===== config.mk =====
export PLATFORM = sky130hd
export DESIGN_NAME = shift_exec_stage_flat
export DESIGN_NICKNAME = d
export VERILOG_FILES = /design/src/rtl/shift_pkg.sv /design/src/rtl/shift_exec_stage_if.sv /design/src/rtl/shift_rot_core.sv /design/src/rtl/shift_exec_stage.sv /design/src/flat_wrapper.sv
export SDC_FILE = /design/constraint.sdc
export NUM_CORES = 1
export LEC_CHECK = 0
export CAP_MARGIN = 20
export CORE_MARGIN = 2
export CORE_UTILIZATION = 57
export CTS_CLUSTER_SIZE = 30
export DETAILED_ROUTE_END_ITERATION = 7
export PLACE_DENSITY = 0.89
export SLEW_MARGIN = 5
export SYNTH_ARGS = -nofsm -noshare
export SYNTH_HDL_FRONTEND = slang
export SYNTH_HIERARCHICAL = 1
export SYNTH_SLANG_ARGS = --single-unit

===== constraint.sdc =====
create_clock -name clk -period 8.81 [get_ports clk]
set_clock_uncertainty 0.1 [all_clocks]
set_input_delay 2.2025 -clock clk [delete_from_list [all_inputs] [get_ports clk]]
set_output_delay 2.2025 -clock clk [all_outputs]
set_load 0.05 [all_outputs]

===== src/rtl/shift_pkg.sv =====
// Shared definitions for the shift/rotate execution stage: op encodings and default widths.
package shift_pkg;
    localparam int SHIFT_WIDTH = 16;
    localparam int SHIFT_CNT_W = 4;
    localparam int SHIFT_TAG_W = 3;

    localparam logic [1:0] OP_ROL = 2'b00;
    localparam logic [1:0] OP_SLL = 2'b01;
    localparam logic [1:0] OP_ROR = 2'b10;
    localparam logic [1:0] OP_SRL = 2'b11;
endpackage


===== src/rtl/shift_exec_stage_if.sv =====
// Issue-side and writeback-side handshake bundle of the shift execution stage.
interface shift_exec_stage_if #(
    parameter int WIDTH = shift_pkg::SHIFT_WIDTH,
    parameter int CNT_W = shift_pkg::SHIFT_CNT_W,
    parameter int TAG_W = shift_pkg::SHIFT_TAG_W
);
    logic             in_valid;
    logic             in_ready;
    logic [1:0]       in_op;
    logic [WIDTH-1:0] in_data;
    logic [CNT_W-1:0] in_cnt;
    logic [TAG_W-1:0] in_tag;
    logic             out_valid;
    logic             out_ready;
    logic [WIDTH-1:0] out_result;
    logic [TAG_W-1:0] out_tag;
    logic             out_zero;

    modport master (
        output in_valid, in_op, in_data, in_cnt, in_tag, out_ready,
        input  in_ready, out_valid, out_result, out_tag, out_zero
    );
    modport slave (
        input  in_valid, in_op, in_data, in_cnt, in_tag, out_ready,
        output in_ready, out_valid, out_result, out_tag, out_zero
    );
endinterface


===== src/rtl/shift_rot_core.sv =====
// Combinational shifter: every op is a left rotate (right ops by WIDTH-cnt) followed by a mask.
module shift_rot_core
    import shift_pkg::*;
#(
    parameter int WIDTH = SHIFT_WIDTH,
    parameter int CNT_W = SHIFT_CNT_W
) (
    input  logic [WIDTH-1:0] data,
    input  logic [1:0]       op,
    input  logic [CNT_W-1:0] cnt,
    output logic [WIDTH-1:0] result
);
    logic [CNT_W-1:0] k;
    logic [WIDTH-1:0] mask;
    logic [WIDTH-1:0] stg [CNT_W+1];

    // Right ops use the two's complement of cnt, which is (WIDTH-cnt) mod WIDTH.
    assign k = op[1] ? (~cnt + CNT_W'(1)) : cnt;
    assign stg[0] = data;

    for (genvar i = 0; i < CNT_W; i++) begin : g_rot
        localparam int SH = 1 << i;
        assign stg[i+1] = k[i] ? {stg[i][WIDTH-SH-1:0], stg[i][WIDTH-1:WIDTH-SH]} : stg[i];
    end

    always_comb begin
        mask = '1;
        if (op == OP_SLL) mask = {WIDTH{1'b1}} << cnt;
        else if (op == OP_SRL) mask = {WIDTH{1'b1}} >> cnt;
    end

    assign result = stg[CNT_W] & mask;
endmodule


===== src/rtl/shift_exec_stage.sv =====
// Two-stage shift/rotate unit: S1 latches the op, S2 holds the masked rotate result for writeback.
module shift_exec_stage
    import shift_pkg::*;
#(
    parameter int WIDTH = SHIFT_WIDTH,
    parameter int CNT_W = SHIFT_CNT_W,
    parameter int TAG_W = SHIFT_TAG_W
) (
    input  logic               clk,
    input  logic               rst_n,
    input  logic               flush,
    shift_exec_stage_if.slave  bus,
    output logic [15:0]        op_count
);
    logic             s1_valid;
    logic [1:0]       s1_op;
    logic [WIDTH-1:0] s1_data;
    logic [CNT_W-1:0] s1_cnt;
    logic [TAG_W-1:0] s1_tag;
    logic             s2_valid;
    logic [WIDTH-1:0] s2_result;
    logic [TAG_W-1:0] s2_tag;
    logic             s2_zero;
    logic [WIDTH-1:0] core_result;
    logic             s2_free;
    logic             move;
    logic             accept;

    shift_rot_core #(.WIDTH(WIDTH), .CNT_W(CNT_W)) u_core (
        .data   (s1_data),
        .op     (s1_op),
        .cnt    (s1_cnt),
        .result (core_result)
    );

    assign s2_free      = !s2_valid || bus.out_ready;
    assign move         = s1_valid && s2_free;
    assign bus.in_ready = !flush && (!s1_valid || s2_free);
    assign accept       = bus.in_valid && bus.in_ready;

    assign bus.out_valid  = s2_valid;
    assign bus.out_result = s2_result;
    assign bus.out_tag    = s2_tag;
    assign bus.out_zero   = s2_zero;

    always_ff @(posedge clk or negedge rst_n) begin
        if (!rst_n) begin
            s1_valid  <= 1'b0;
            s1_op     <= '0;
            s1_data   <= '0;
            s1_cnt    <= '0;
            s1_tag    <= '0;
            s2_valid  <= 1'b0;
            s2_result <= '0;
            s2_tag    <= '0;
            s2_zero   <= 1'b0;
        end else begin
            // Data regs load on their own strobes; flush only kills the valid bits.
            if (accept) begin
                s1_op   <= bus.in_op;
                s1_data <= bus.in_data;
                s1_cnt  <= bus.in_cnt;
                s1_tag  <= bus.in_tag;
            end
            if (move) begin
                s2_result <= core_result;
                s2_tag    <= s1_tag;
                s2_zero   <= (core_result == '0);
            end
            if (flush) begin
                s1_valid <= 1'b0;
                s2_valid <= 1'b0;
            end else begin
                if (accept) s1_valid <= 1'b1;
                else if (move) s1_valid <= 1'b0;
                if (s2_free) s2_valid <= s1_valid;
            end
        end
    end

    always_ff @(posedge clk or negedge rst_n) begin
        if (!rst_n) op_count <= '0;
        else if (s2_valid && bus.out_ready) op_count <= op_count + 16'd1;
    end
endmodule


===== src/flat_wrapper.sv =====
// flat-port wrapper written by rule: the top's interface ports become plain ports
module shift_exec_stage_flat import shift_pkg::*;
#(
    parameter int WIDTH = SHIFT_WIDTH,
    parameter int CNT_W = SHIFT_CNT_W,
    parameter int TAG_W = SHIFT_TAG_W
)
  (clk, rst_n, flush, op_count, bus_in_valid, bus_in_op, bus_in_data, bus_in_cnt, bus_in_tag, bus_out_ready, bus_in_ready, bus_out_valid, bus_out_result, bus_out_tag, bus_out_zero);
  shift_exec_stage_if #(.WIDTH(WIDTH), .CNT_W(CNT_W), .TAG_W(TAG_W)) bus_i ();
  input  logic clk;
  input  logic rst_n;
  input  logic flush;
  output logic [15:0] op_count;
  input wire logic [$bits(bus_i.in_valid)-1:0] bus_in_valid;
  input wire logic [$bits(bus_i.in_op)-1:0] bus_in_op;
  input wire logic [$bits(bus_i.in_data)-1:0] bus_in_data;
  input wire logic [$bits(bus_i.in_cnt)-1:0] bus_in_cnt;
  input wire logic [$bits(bus_i.in_tag)-1:0] bus_in_tag;
  input wire logic [$bits(bus_i.out_ready)-1:0] bus_out_ready;
  output wire logic [$bits(bus_i.in_ready)-1:0] bus_in_ready;
  output wire logic [$bits(bus_i.out_valid)-1:0] bus_out_valid;
  output wire logic [$bits(bus_i.out_result)-1:0] bus_out_result;
  output wire logic [$bits(bus_i.out_tag)-1:0] bus_out_tag;
  output wire logic [$bits(bus_i.out_zero)-1:0] bus_out_zero;
  assign bus_i.in_valid = bus_in_valid;
  assign bus_i.in_op = bus_in_op;
  assign bus_i.in_data = bus_in_data;
  assign bus_i.in_cnt = bus_in_cnt;
  assign bus_i.in_tag = bus_in_tag;
  assign bus_i.out_ready = bus_out_ready;
  assign bus_in_ready = bus_i.in_ready;
  assign bus_out_valid = bus_i.out_valid;
  assign bus_out_result = bus_i.out_result;
  assign bus_out_tag = bus_i.out_tag;
  assign bus_out_zero = bus_i.out_zero;
  shift_exec_stage #(.WIDTH(WIDTH), .CNT_W(CNT_W), .TAG_W(TAG_W)) u_core (.clk(clk), .rst_n(rst_n), .flush(flush), .bus(bus_i), .op_count(op_count));
endmodule

==> implementation parameters, run 1 <==
Parameter                              Value

Setup path
  Number of buffers and inverters on the critical path ... 2
  Worst R2R Start ... u_core/s1_cnt[0]
  Worst-path cell chain ... clkdlybuf4s50_1, nor2b_4, a21oi_4, clkdlybuf4s50_1
  Crit path largest cell delay ... 0.82 ns
  Largest delay share family, worst path ... buffers and inverters
  Crit Path Max Fanout ... 4
  Worst setup path category ... primary input to output pin
  Critical path capture point ... bus_in_ready
  Data required time of the worst path ... 6.51 ns
  Startpoint Class ... primary input
  Element type at the critical path end ... output pin
  Reg2reg end ... u_core/bus.out_zero
  Cell occurring most often along the worst timing path ... sky130_fd_sc_hd__clkdlybuf4s50_1
  Stages on worst setup path ... 4
  Cell depth of the worst flop-to-flop path ... 9
  Crit path from ... bus_out_ready
  Worst endpoint data arrival time ... 3.85 ns
  Critical-path cell with the highest stage delay ... sky130_fd_sc_hd__clkdlybuf4s50_1
  Worst reg-to-reg setup slack ... 5.49 ns

Floorplan
  Die outline height ... 84.8 um
  Die Outline Area ... 7200 um^2
  Initial Utilization ... 0.586
  Width of the chip ... 84.8 um
  Total number of placement rows ... 29
  Core footprint ... 6350 um^2
  I/O pins ... 68

Logic synthesis
  Synth Net Count ... 344
  Total standard cell area after synthesis ... 3720 um^2
  Post-synthesis cell type with the largest combined area ... sky130_fd_sc_hd__dfrtp_1
  Most instantiated flip-flop cell in the synthesis netlist ... sky130_fd_sc_hd__dfrtp_1
  Number of different library cells in the post-synthesis netlist ... 35
  Average cell area after synthesis ... 12.1 um^2
  Total of warnings raised by yosys ... 6
  Fraction of post-synthesis cell area in the top cell type by area ... 0.423
  Number of synthesized register bits ... 63
  Gate count after technology mapping ... 308
  Sequential area share after synthesis ... 0.423
  Async SR Flop Fraction ... 1.00
  Number of enable flip-flop cells after synthesis ... 0
  Top area cells in the synthesized netlist ... sky130_fd_sc_hd__dfrtp_1 (42%), sky130_fd_sc_hd__mux2_2 (15%), sky130_fd_sc_hd__mux2_4 (8.1%), sky130_fd_sc_hd__mux2i_1 (6.2%), sky130_fd_sc_hd__a21oi_1 (2.4%)

CTS
  Deepest clock path buffer count ... 2
  Post-CTS clock slew at the launch and capture registers of the worst setup and hold paths ... 0.07 ns
  Clock buffer count from CTS ... 9
  TritonCTS clock tree ... yes
  CTS HTree Levels ... 3
  Clock Sink Count ... 63
  Clock root buffer ... sky130_fd_sc_hd__clkbuf_8
  Insertion delay to the later sink of the worst-skew pair ... 0.34 ns
  Gates resized, CTS repair ... 0
  Post-cts hold buffer count ... 0
  Buffers inserted during post-CTS setup optimization ... 0

GRT
  All-layer global routing usage ... 0.237
  Overflow left after global routing ... 0
  First-pass GRT wire length ... 13400 um
  Via count of the first global-routing pass ... 2671
  Initial antenna violation count ... 0
  Largest net degree at the start of global routing ... 64

STA
  Slew HR ... 0.388
  Period Utilization, post-route ... 0.698
  Actual transition at the worst max-transition pin ... 0.918 ns
  Final-report hold violation count ... 0
  Aggregate negative setup slack ... 0 ns
  Fin crit period ... 6.15 ns
  Number of pins exceeding their max-slew limit in the final report ... 0
  Unrepaired setup endpoints after global routing ... no
  Final setup violation count ... 0
  Maximum achievable frequency ... 0.163 GHz

Layout
  Layout cell share with drive strength beyond 1 ... 0.253
  Net count reported at finish ... 409
  Number of fill cells ... 451
  Diodes inserted ... 0
  Area Overhead vs Synth ... 23.1%

Route
  Via density ... 5.93
  Drt first-iter violations ... 143
  Total wirelength of the detailed-routed design ... 8010 um
  TritonRoute pass-1 iters ... 4
  Antenna-violating nets left ... 0
  Detailed-route via count ... 2679
  Number of remaining DRC errors ... 0
  Average wire per cell in the routed design ... 17.7 um

Flow run
  Number of violations of the max-capacitance limit ... 0

Power
  Pwr Density ... 289 nW/um^2
  Worst vdd rail ir drop ... 0.209 mV
  Leak pwr ... 2.01 nW
  Total power consumption of the routed design ... 1.32 mW

Placement
  Final estimated routing congestion in global placement ... 0.866
  Post-detail-place hpwl ... 5630 um
  Port-buffer cells ... 67

Min path
  Class of the worst hold path ... register to register

Outcome
  Run status ... finished clean
[cells in the final DEF, fill, tap and decap left out, types with 2 or more instances in the layout]
cell type                          n
sky130_fd_sc_hd__clkdlybuf4s50_1  66
sky130_fd_sc_hd__dfrtp_1          63
sky130_fd_sc_hd__mux2_2           48
sky130_fd_sc_hd__mux2i_1          23
sky130_fd_sc_hd__mux2_4           20
sky130_fd_sc_hd__a21oi_1          18
sky130_fd_sc_hd__nor2_1           15
sky130_fd_sc_hd__o21ai_0          14
sky130_fd_sc_hd__clkbuf_8         11
sky130_fd_sc_hd__nand2_1          11
sky130_fd_sc_hd__xnor2_1          10
sky130_fd_sc_hd__nand3_1           9
sky130_fd_sc_hd__o2bb2ai_1         8
sky130_fd_sc_hd__ha_1              6
sky130_fd_sc_hd__inv_1             6
sky130_fd_sc_hd__o22ai_1           6
sky130_fd_sc_hd__xor2_1            5
sky130_fd_sc_hd__nand4_1           4
sky130_fd_sc_hd__nor4_1            4
sky130_fd_sc_hd__mux4_2            4
sky130_fd_sc_hd__and3_1            3
sky130_fd_sc_hd__a21boi_0          3
sky130_fd_sc_hd__nor3_2            2
sky130_fd_sc_hd__buf_4             2
sky130_fd_sc_hd__a22o_1            2
[report_power, final]
part           switching, mW  internal (mW)  leakage [nW]  total [mW]
sequential            0.0671          0.354         0.786       0.421
clock                  0.105          0.142        0.0944       0.247
combinational          0.378          0.278          1.13       0.656
[metal layers]
metal	vias to the layer above	global-route usage	wire length (um)
li1	1253	-	-
met1	1321	0.347	3740
met2	93	0.355	3730
met3	12	0.0496	422
met4	0	0.0779	110
met5	-	0	0
[through the flow]
| stage | instances | utilization | hold WS (ns) | worst slack (ns) | cell area (um^2) |
|---|---|---|---|---|---|
| global placement | 439 | 0.692 | 0.360 | 2.65 | 4400 |
| floorplan | 308 | - | 0.375 | 3.89 | 3720 |
| finish | 452 | 0.722 | 0.380 | 2.66 | 4580 |
| detailed placement | 439 | 0.692 | 0.369 | 2.66 | 4400 |
| global route | 452 | 0.722 | 0.409 | 2.60 | 4580 |
| CTS | 452 | 0.722 | 0.381 | 2.64 | 4580 |
[how the worst min path moves through the flow]
stage,startpoint,to,cells after the start
floorplan,u_core/s1_tag[0],u_core/bus.out_tag[0],1
global placement,u_core/op_count[15],u_core/op_count[15],1
detailed placement,u_core/op_count[15],u_core/op_count[15],1
CTS,u_core/op_count[15],u_core/op_count[15],1
global route,u_core/op_count[15],u_core/op_count[15],1
finish,u_core/op_count[15],u_core/op_count[15],1
[cells by family (layout without fill, tap and decap cells)]
group / after synthesis / after routing / synth area share
compound gates: 54 / 54 / 0.0948
xor+xnor: 17 / 17 / 0.0440
fa+ha+maj: 6 / 6 / 0.0202
buf+inv: 21 / 88 / 0.0339
flops: 63 / 63 / 0.423
mux: 95 / 95 / 0.312
simple gates: 52 / 52 / 0.0719
[state kept, by name, indices dropped and copies added, names as in the netlist]
| signal | flops |
|---|---|
| u_core/s1_valid | 1 |
| u_core/s1_tag | 3 |
| u_core/s1_cnt | 4 |
| u_core/s1_data | 16 |
| u_core/op_count | 16 |
| u_core/bus.out_zero | 1 |
| u_core/bus.out_tag | 3 |
| u_core/bus.out_valid | 1 |
| u_core/bus.out_result | 16 |
| u_core/s1_op | 2 |
[worst register-to-register path, stage by stage (launching register included)]
cell	delay, ns
sky130_fd_sc_hd__dfrtp_1	0.91
sky130_fd_sc_hd__inv_1	0.10
sky130_fd_sc_hd__ha_1	0.31
sky130_fd_sc_hd__mux2_2	0.47
sky130_fd_sc_hd__mux2i_1	0.33
sky130_fd_sc_hd__mux2i_1	0.13
sky130_fd_sc_hd__a22o_1	0.27
sky130_fd_sc_hd__nor4_1	0.29
sky130_fd_sc_hd__nand4_1	0.14
sky130_fd_sc_hd__o21ai_0	0.18
[synthesized netlist by cell type (all sizes together), types with 6 or more instances]
master	instances
o2bb2ai	8
nor2	15
buf	10
ha	6
mux2i	23
o21ai	14
nand3	9
inv	6
o22ai	6
xnor2	11
dfrtp	63
nand2	12
a21oi	19
mux2	68
xor2	6
[final cells by class]
cell class / instances / area (um^2) / share of cell area
Tap cell: 77 / 96.3 / 0.0210
Sequential cell: 63 / 1580 / 0.344
Inverter: 6 / 22.5 / 0.00492
Clock inverter: 1 / 30.0 / 0.00655
Clock buffer: 12 / 155 / 0.0339
Multi-Input combinational cell: 224 / 2020 / 0.441
Timing Repair Buffer: 69 / 681 / 0.149
No activity file was read; power rests on OpenSTA's default activity.
==> inputs of run 2 (changes only) <==
- CORE_UTILIZATION: 57 -> 48
- PLACE_DENSITY: 0.89 -> 0.8
- clock period: 8.81 -> 5.3 ns (I/O delays scaled with it)
==> run 2 against run 1 <==
Sequential share of layout area decreased by 0.32 points; register-to-register slack got worse by 3.6 ns; largest power group unchanged; first-iteration DRC count increased by 59%; global-route usage shrank 5.1 points; final cell count rose by 6.2%; core utilization is 11 points lower; worst setup slack worse by 1.8 ns; clock power increased by 66%; clock-buffer cell count decreased by 2; sequential power up 65%.
==> implementation parameters, run 2 (synthesized netlist as in run 1, its figures left out) <==
Parameter                              Value

Outcome
  Run status ... finished clean

Min path
  Endpoint, Worst Hold ... u_core/op_count[15]
  Cell depth of the worst min-delay path ... 1
  Worst hold start ... u_core/op_count[15]
  Class of the worst hold path ... register to register

Route
  Antenna-violating nets left ... 0
  Average wire per cell in the routed design ... 15.9 um
  Drt first-iter violations ... 228
  TritonRoute pass-1 iters ... 5
  Number of remaining DRC errors ... 0
  Detailed-route via count ... 2671
  Via density ... 5.56
  Total wirelength of the detailed-routed design ... 7640 um

Setup path
  Cell occurring most often along the worst timing path ... sky130_fd_sc_hd__clkdlybuf4s50_1
  Worst-path cell chain ... clkdlybuf4s50_1, nor2b_4, a21oi_4, clkdlybuf4s50_1
  Worst setup path category ... primary input to output pin
  Crit Path Max Fanout ... 4
  Element type at the critical path end ... output pin
  Worst reg-to-reg setup slack ... 1.91 ns
  Data required time of the worst path ... 3.88 ns
  Startpoint Class ... primary input
  Crit path largest cell delay ... 0.83 ns
  Critical-path cell with the highest stage delay ... sky130_fd_sc_hd__clkdlybuf4s50_1
  Crit path from ... bus_out_ready
  Worst R2R Start ... u_core/s1_cnt[0]
  Cell depth of the worst flop-to-flop path ... 9
  Worst endpoint data arrival time ... 2.99 ns
  Reg2reg end ... u_core/bus.out_zero

GRT
  Initial antenna violation count ... 0
  First-pass GRT wire length ... 12600 um
  Largest net degree at the start of global routing ... 64
  All-layer global routing usage ... 0.186
  Via count of the first global-routing pass ... 2552
  Overflow left after global routing ... 0

Power
  Leak pwr ... 2.02 nW
  Worst vdd rail ir drop ... 0.337 mV
  Pwr Density ... 473 nW/um^2

Floorplan
  I/O pins ... 68
  Width of the chip ... 92.1 um
  Die outline height ... 92.1 um
  Total number of placement rows ... 32
  Core footprint ... 7610 um^2
  Initial Utilization ... 0.489
  Die Outline Area ... 8480 um^2

Layout
  Multi-input combinational cell area ... 2020 um^2
  Number of fill cells ... 629
  Leading cell types in the layout, fill and taps excluded ... sky130_fd_sc_hd__clkdlybuf4s50_1 (66), sky130_fd_sc_hd__dfrtp_1 (63), sky130_fd_sc_hd__mux2_2 (48), sky130_fd_sc_hd__mux2i_1 (23), sky130_fd_sc_hd__mux2_4 (20)
  Layout cell share with drive strength beyond 1 ... 0.259
  Diodes inserted ... 0
  Leading cell type in the layout, fill and taps excluded ... sky130_fd_sc_hd__clkdlybuf4s50_1
  Area taken by flip-flops and latches ... 1580 um^2
  Area Overhead vs Synth ... 24.2%
  Final Cell Area ... 4620 um^2
  Net count reported at finish ... 409

STA
  Number of pins exceeding their max-slew limit in the final report ... 0
  Slew HR ... 0.379
  Fin crit period ... 4.42 ns
  Actual transition at the worst max-transition pin ... 0.931 ns
  Unrepaired setup endpoints after global routing ... no
  Maximum achievable frequency ... 0.226 GHz
  Period Utilization, post-route ... 0.834
  Final setup violation count ... 0
  Final-report hold violation count ... 0
  Aggregate negative setup slack ... 0 ns

CTS
  Insertion delay to the later sink of the worst-skew pair ... 0.34 ns
  Buffers inserted during post-CTS setup optimization ... 0
  TritonCTS clock tree ... yes
  Clock Sink Count ... 63
  CTS HTree Levels ... 3
  Clock root buffer ... sky130_fd_sc_hd__clkbuf_8
  Clock buffer count from CTS ... 9
  Post-CTS clock slew at the launch and capture registers of the worst setup and hold paths ... 0.07 ns
  Post-cts hold buffer count ... 0
  Gates resized, CTS repair ... 0
  Deepest clock path buffer count ... 2

Placement
  Post-detail-place hpwl ... 5380 um
  Port-buffer cells ... 67
  Final estimated routing congestion in global placement ... 0.875
  Placed Area ... 4430 um^2

Flow run
  Number of violations of the max-capacitance limit ... 0
run 2: cell type report:
cell class | instances | share of cell area
sequential | 63 | 0.341
multi-input combinational | 224 | 0.437
clock inverter | 6 | 0.0149
tap | 102 | 0.0276
timing repair buffer | 69 | 0.147
inverter | 6 | 0.00487
clock buffer | 10 | 0.0276
run 2: per-stage QoR:
| step | power (mW) | worst slack, ns | hold WS, ns | instances | utilization |
|---|---|---|---|---|---|
| 3_3_place_gp | 1.76 | 0.888 | 0.362 | 464 | 0.582 |
| 2_1_floorplan | 1.47 | 2.14 | 0.375 | 308 | - |
| 3_5_place_dp | 1.77 | 0.892 | 0.372 | 464 | 0.582 |
| 5_1_grt | 2.31 | 0.834 | 0.416 | 480 | 0.608 |
| 6_report | 2.19 | 0.882 | 0.381 | 480 | 0.608 |
| 4_1_cts | 2.20 | 0.878 | 0.383 | 480 | 0.608 |
run 2: critical path: cells and delay by family:
family / cells / cell delay (ns)
buffers and inverters: 2 / 1.41
and+or+nand+nor: 1 / 0.08
AOI/OAI and AO/OA: 1 / 0.18
run 2: routing by layer:
| layer | vias to the layer above | track usage | wire length [um] |
|---|---|---|---|
| li1 | 1260 | - | - |
| met1 | 1304 | 0.264 | 3480 |
| met3 | 6 | 0.0444 | 533 |
| met4 | 0 | 0.0609 | 65 |
| met5 | - | 0 | 0 |
| met2 | 101 | 0.282 | 3560 |
run 2: worst max path at each step:
stage | endpoint | slack [ns] | cells after the start
2_1_floorplan | bus_in_ready | 2.14 | 2
3_3_place_gp | bus_in_ready | 0.89 | 4
3_5_place_dp | bus_in_ready | 0.89 | 4
4_1_cts | bus_in_ready | 0.88 | 4
5_1_grt | bus_in_ready | 0.83 | 4
6_report | bus_in_ready | 0.88 | 4
run 2: power breakdown:
part | leakage [nW] | total [mW] | switching [mW] | internal, mW
logic | 1.13 | 1.08 | 0.624 | 0.461
clock network | 0.0968 | 0.410 | 0.190 | 0.219
registers | 0.786 | 0.694 | 0.106 | 0.588
==> RTL edit 1, RTL diff (config.mk and constraints of run 2) <==
Set the package constant `SHIFT_TAG_W` to 5 (it was 3).
--- a/src/rtl/shift_pkg.sv
+++ b/src/rtl/shift_pkg.sv
@@ -2,7 +2,7 @@
 package shift_pkg;
     localparam int SHIFT_WIDTH = 16;
     localparam int SHIFT_CNT_W = 4;
-    localparam int SHIFT_TAG_W = 3;
+    localparam int SHIFT_TAG_W = 5;
 
     localparam logic [1:0] OP_ROL = 2'b00;
     localparam logic [1:0] OP_SLL = 2'b01;
Interface: changed (resized bus_in_tag and bus_out_tag); port bits go from 68 to 72. The function was not compared with the original's and may differ.
==> RTL edit 1 against run 2 <==
  * Total power rose by 7.5%
  * Critical path depth did not move
  * Wire length up 12%
  * Area after synthesis is 4.7% higher
  * Design area increased by 4.7%
  * Sequential cell count increased by 4
  * Utilization is 1.2 points higher
  * Worst setup slack improved by 0.025 ns
  * Critical path type unchanged
  * Largest power group unchanged
==> RTL edit 1: results (changes against run 2) <==
[run_status]
status=completed

[clocking]
root_buffer=clkbuf_8
cts_buffers=9  ; unchanged
cts_setup_buffers=0  ; unchanged
insertion_delay_ns=0.35
clk_pin_slew_worst_paths_ns=0.08
cts_buffer_depth=2  ; unchanged
cts_resized=0  ; unchanged
h-tree-depth=3  ; unchanged

[cells_and_area]
nNetsFinal=423  ; +3.4%
n_antenna_cell=0  ; unchanged
drive_gt1_share_pct=25.64  ; -0.28 points

[global_route]
grt_pass1_vias=2931  ; +15%
antenna_found_initial=0  ; unchanged
grt_pass1_wl_mm=14.33  ; +14%
grt_max_degree=68  ; +6.3%
grtUsageTotal_pct=20.99  ; +2.4 points

[power_and_ir_drop]
cellLeakagePower_nw=2.109  ; +4.6%
switching_share_pct=41.41  ; -0.65 points
vdd_drop_max_mv=0.2962  ; -12%

[sta]
final-setup-viol-count=0  ; unchanged
drv_slew=0  ; unchanged
tightest_slew_ns=1.035  ; +0.1035 ns

[synthesis]
synthTopCellsByArea=dfrtp_1 (43%), mux2_2 (14%), mux2_4 (7.7%)
ys_seq_area_share_pct=43.00  ; +0.67 points
synthArstFlopShare_pct=100.0  ; unchanged
synth_common_cells=dfrtp_1 (67), mux2_2 (50), mux2i_1 (23)
synth_most_common_cell=dfrtp_1
synth_nets=355  ; +3.2%
ys_warn_count=6  ; unchanged
synth_cell_types=37  ; +5.7%

[critical_path]
arrival_ns=2.97  ; -0.02 ns
cp-startpoint=bus_out_ready
reg2reg_from=u_core/s1_cnt[0]
cp_max_fo=4  ; unchanged

[placement]
gp_congestion=0.9807  ; +12%
hpwlAfterDp_mm=5.966  ; +11%
place_area_sq_mm=0.004613  ; +4.2%
io_buffer_count=71  ; +6.0%

[route]
routedWlPerCell_um=17.33  ; +8.9%
drt_iter0_markers=181  ; -21%
postRouteAntennaNets=0  ; unchanged
drtPass1Iterations=5  ; unchanged
num_vias=2820  ; +5.6%

[worst_hold_path]
hp-start=u_core/op_count[15]
hold_class=flop to flop

==> RTL edit 1: routing by layer <==
metal / up-vias / track usage, % / part of all wire [%]
met1: 1398 / 25.64 / 42
met3: 23 / 4.896 / 5.8
met4: 0 / 9.420 / 2.6
met2: 107 / 35.24 / 49
li1: 1292 / - / -
met5: - / 0 / 0
==> RTL edit 1: final timing paths <==
| kind | to | slack (ns) | cells past startpoint |
|---|---|---|---|
| worst max-delay path | bus_in_ready | 0.91 | 4 |
| worst min-delay path | u_core/op_count[15] | 0.38 | 1 |
| worst max register to register | u_core/bus.out_zero | 1.98 | 9 |
| worst min register to register | u_core/op_count[15] | 0.38 | 1 |
| max in group asynchronous | u_core/bus.out_result[9] | 3.49 | 2 |
| min in group asynchronous | u_core/s1_data[4] | 1.05 | 2 |
==> RTL edit 1: cell families after synthesis <==
| group | count (synthesis) | share of synthesized area (%) |
|---|---|---|
| AND/OR/NAND/NOR | 52 | 6.867 |
| XOR/XNOR | 17 | 4.204 |
| flip-flops | 67 | 43.00 |
| buffers and inverters | 22 | 4.011 |
| multiplexers | 99 | 30.94 |
| adder cells (fa/ha/maj) | 6 | 1.925 |
| AO/OA/AOI/OAI | 54 | 9.051 |
==> RTL edit 1: critical path, cell delays in order <==
cell	delay, ns
clkdlybuf4s50_1	0.56
nor2b_4	0.08
a21oi_4	0.18
clkdlybuf4s50_1	0.82
==> RTL edit 1: area by class of cell <==
type                            instances  area, sq um
Fill cell                             628         2968
Multi-Input combinational cell        228         2066
Sequential cell                        67         1677
Timing Repair Buffer                   73        720.7
Clock buffer                           11        141.4
Tap cell                              102        127.6
Clock inverter                          5        85.08
Inverter                                6        22.52
==> RTL edit 1: metrics by stage <==
step	cells	setup WS [ns]	total power, W
floorplan	317	2.139	0.001534
global placement	476	0.9167	0.001843
detailed placement	476	0.9088	0.001863
CTS	492	0.9031	0.002355
global route	492	0.8489	0.002473
finish	492	0.9069	0.002352
==> RTL edit 1: power groups by stage <==
stage	combinational (W)	sequential (W)	clock, W
after global placement	0.00110	0.000743	0
after global routing	0.00120	0.000758	0.000519
after detailed placement	0.00112	0.000745	0
after CTS	0.00112	0.000737	0.000494
after floorplan	0.000543	0.000991	0
final	0.00113	0.000737	0.000485
==> RTL edit 2, RTL diff (settings of run 2) <==
Without the edit above. Reset style: synchronous (`rst_n`), changed in 2 clocked blocks.
--- a/src/rtl/shift_exec_stage.sv
+++ b/src/rtl/shift_exec_stage.sv
@@ -43,7 +43,7 @@
     assign bus.out_tag    = s2_tag;
     assign bus.out_zero   = s2_zero;
 
-    always_ff @(posedge clk or negedge rst_n) begin
+    always_ff @(posedge clk) begin
         if (!rst_n) begin
             s1_valid  <= 1'b0;
             s1_op     <= '0;
@@ -78,7 +78,7 @@
         end
     end
 
-    always_ff @(posedge clk or negedge rst_n) begin
+    always_ff @(posedge clk) begin
         if (!rst_n) op_count <= '0;
         else if (s2_valid && bus.out_ready) op_count <= op_count + 16'd1;
     end
Formal check against the unedited RTL: differs if rst_n is asserted again (counterexample within 4 cycles, from zero or initial values and one cycle with rst_n low); with rst_n held inactive, the same outputs for 10 cycles.
==> RTL edit 2 against run 2 <==
  * Design area is 2.9% lower
  * Via count is 21% higher
  * Sequential cell count stayed put
  * Worst setup slack worse by 0.14 ns
  * Area after synthesis is 4.3% lower
  * Count of clock-buffer cells in the layout is 1 lower
  * Wire length is 13% higher
  * Critical path type unchanged
  * Utilization is 1.5 points higher
Power is not compared: it rests on default switching activity, and its combinational part moved more than twofold at a synthesized area within 25%.
==> RTL edit 2: results (changes against run 2) <==
[synthesis]
synthArstFlopShare_pct=0  ; -100 points
synthMuxAreaShare_pct=16.92  ; -14 points
synthTopCellsByArea=dfxtp_1 (35%), nand2_1 (11%), a21oi_1 (9.4%)
ys_seq_area_share_pct=35.39  ; -6.9 points
synth_common_cells=nand2_1 (101), a21oi_1 (67), dfxtp_1 (63)

[global_route]
met2_usage_pct=36.34  ; +8.1 points
use_met1_pct=26.87  ; +0.51 points
grt_max_degree=39  ; -39%
grt_pass1_wl_mm=14.43  ; +15%
grtUsageTotal_pct=21.75  ; +3.1 points
grtUsageMet3_pct=4.610  ; +0.17 points

[cells_and_area]
nNetsFinal=525  ; +28%
drive_gt1_share_pct=10.30  ; -16 points

[route]
routedWlPerCell_um=14.48  ; -9.0%
met2_length_mm=4.080  ; +15%
drt_iter0_markers=130  ; -43%
wl_met3_um=396  ; -26%
wl_met1_mm=3.901  ; +12%

[worst_hold_path]
hp-start=u_core/bus.out_result[7]
holdPathEnd=u_core/bus.out_result[7]

[sta]
relSlewSlack_pct=34.96  ; -3.0 points

[critical_path]
cp_max_fo=7  ; +3
arrival_ns=3.13  ; +0.14 ns
reg2reg_to=u_core/bus.out_zero
ff2ff_path_depth=10  ; +1

[run_status]
status=completed

## RTL edit 2: layout make-up
type / count / area [sq um]
inverter: 9 / 33.78
clock inverter: 7 / 118.9
multi-input combinational: 336 / 2128
timing repair buffer: 71 / 700.7
fill: 645 / 2724
sequential: 63 / 1261
tap: 99 / 123.9
clock buffer: 9 / 123.9
## RTL edit 2: stage by stage
step / setup WS (ns) / area, sq um
after floorplan: 1.555 / 3563
after global placement: 0.7842 / 4248
after detailed placement: 0.7681 / 4248
after CTS: 0.7537 / 4491
after global routing: 0.6670 / 4491
final: 0.7463 / 4491
## RTL edit 2: cell families after synthesis
| group | count (synthesis) |
|---|---|
| simple gates | 160 |
| compound gates | 109 |
| flops | 63 |
| mux | 50 |
| buf+inv | 36 |
| xor+xnor | 12 |
| fa+ha+maj | 5 |
## RTL edit 2: critical path: cells and delay by family
| kind | cells | cell delay, ns |
|---|---|---|
| compound gates | 1 | 0.16 |
| buf+inv | 2 | 1.39 |
| simple gates | 1 | 0.25 |
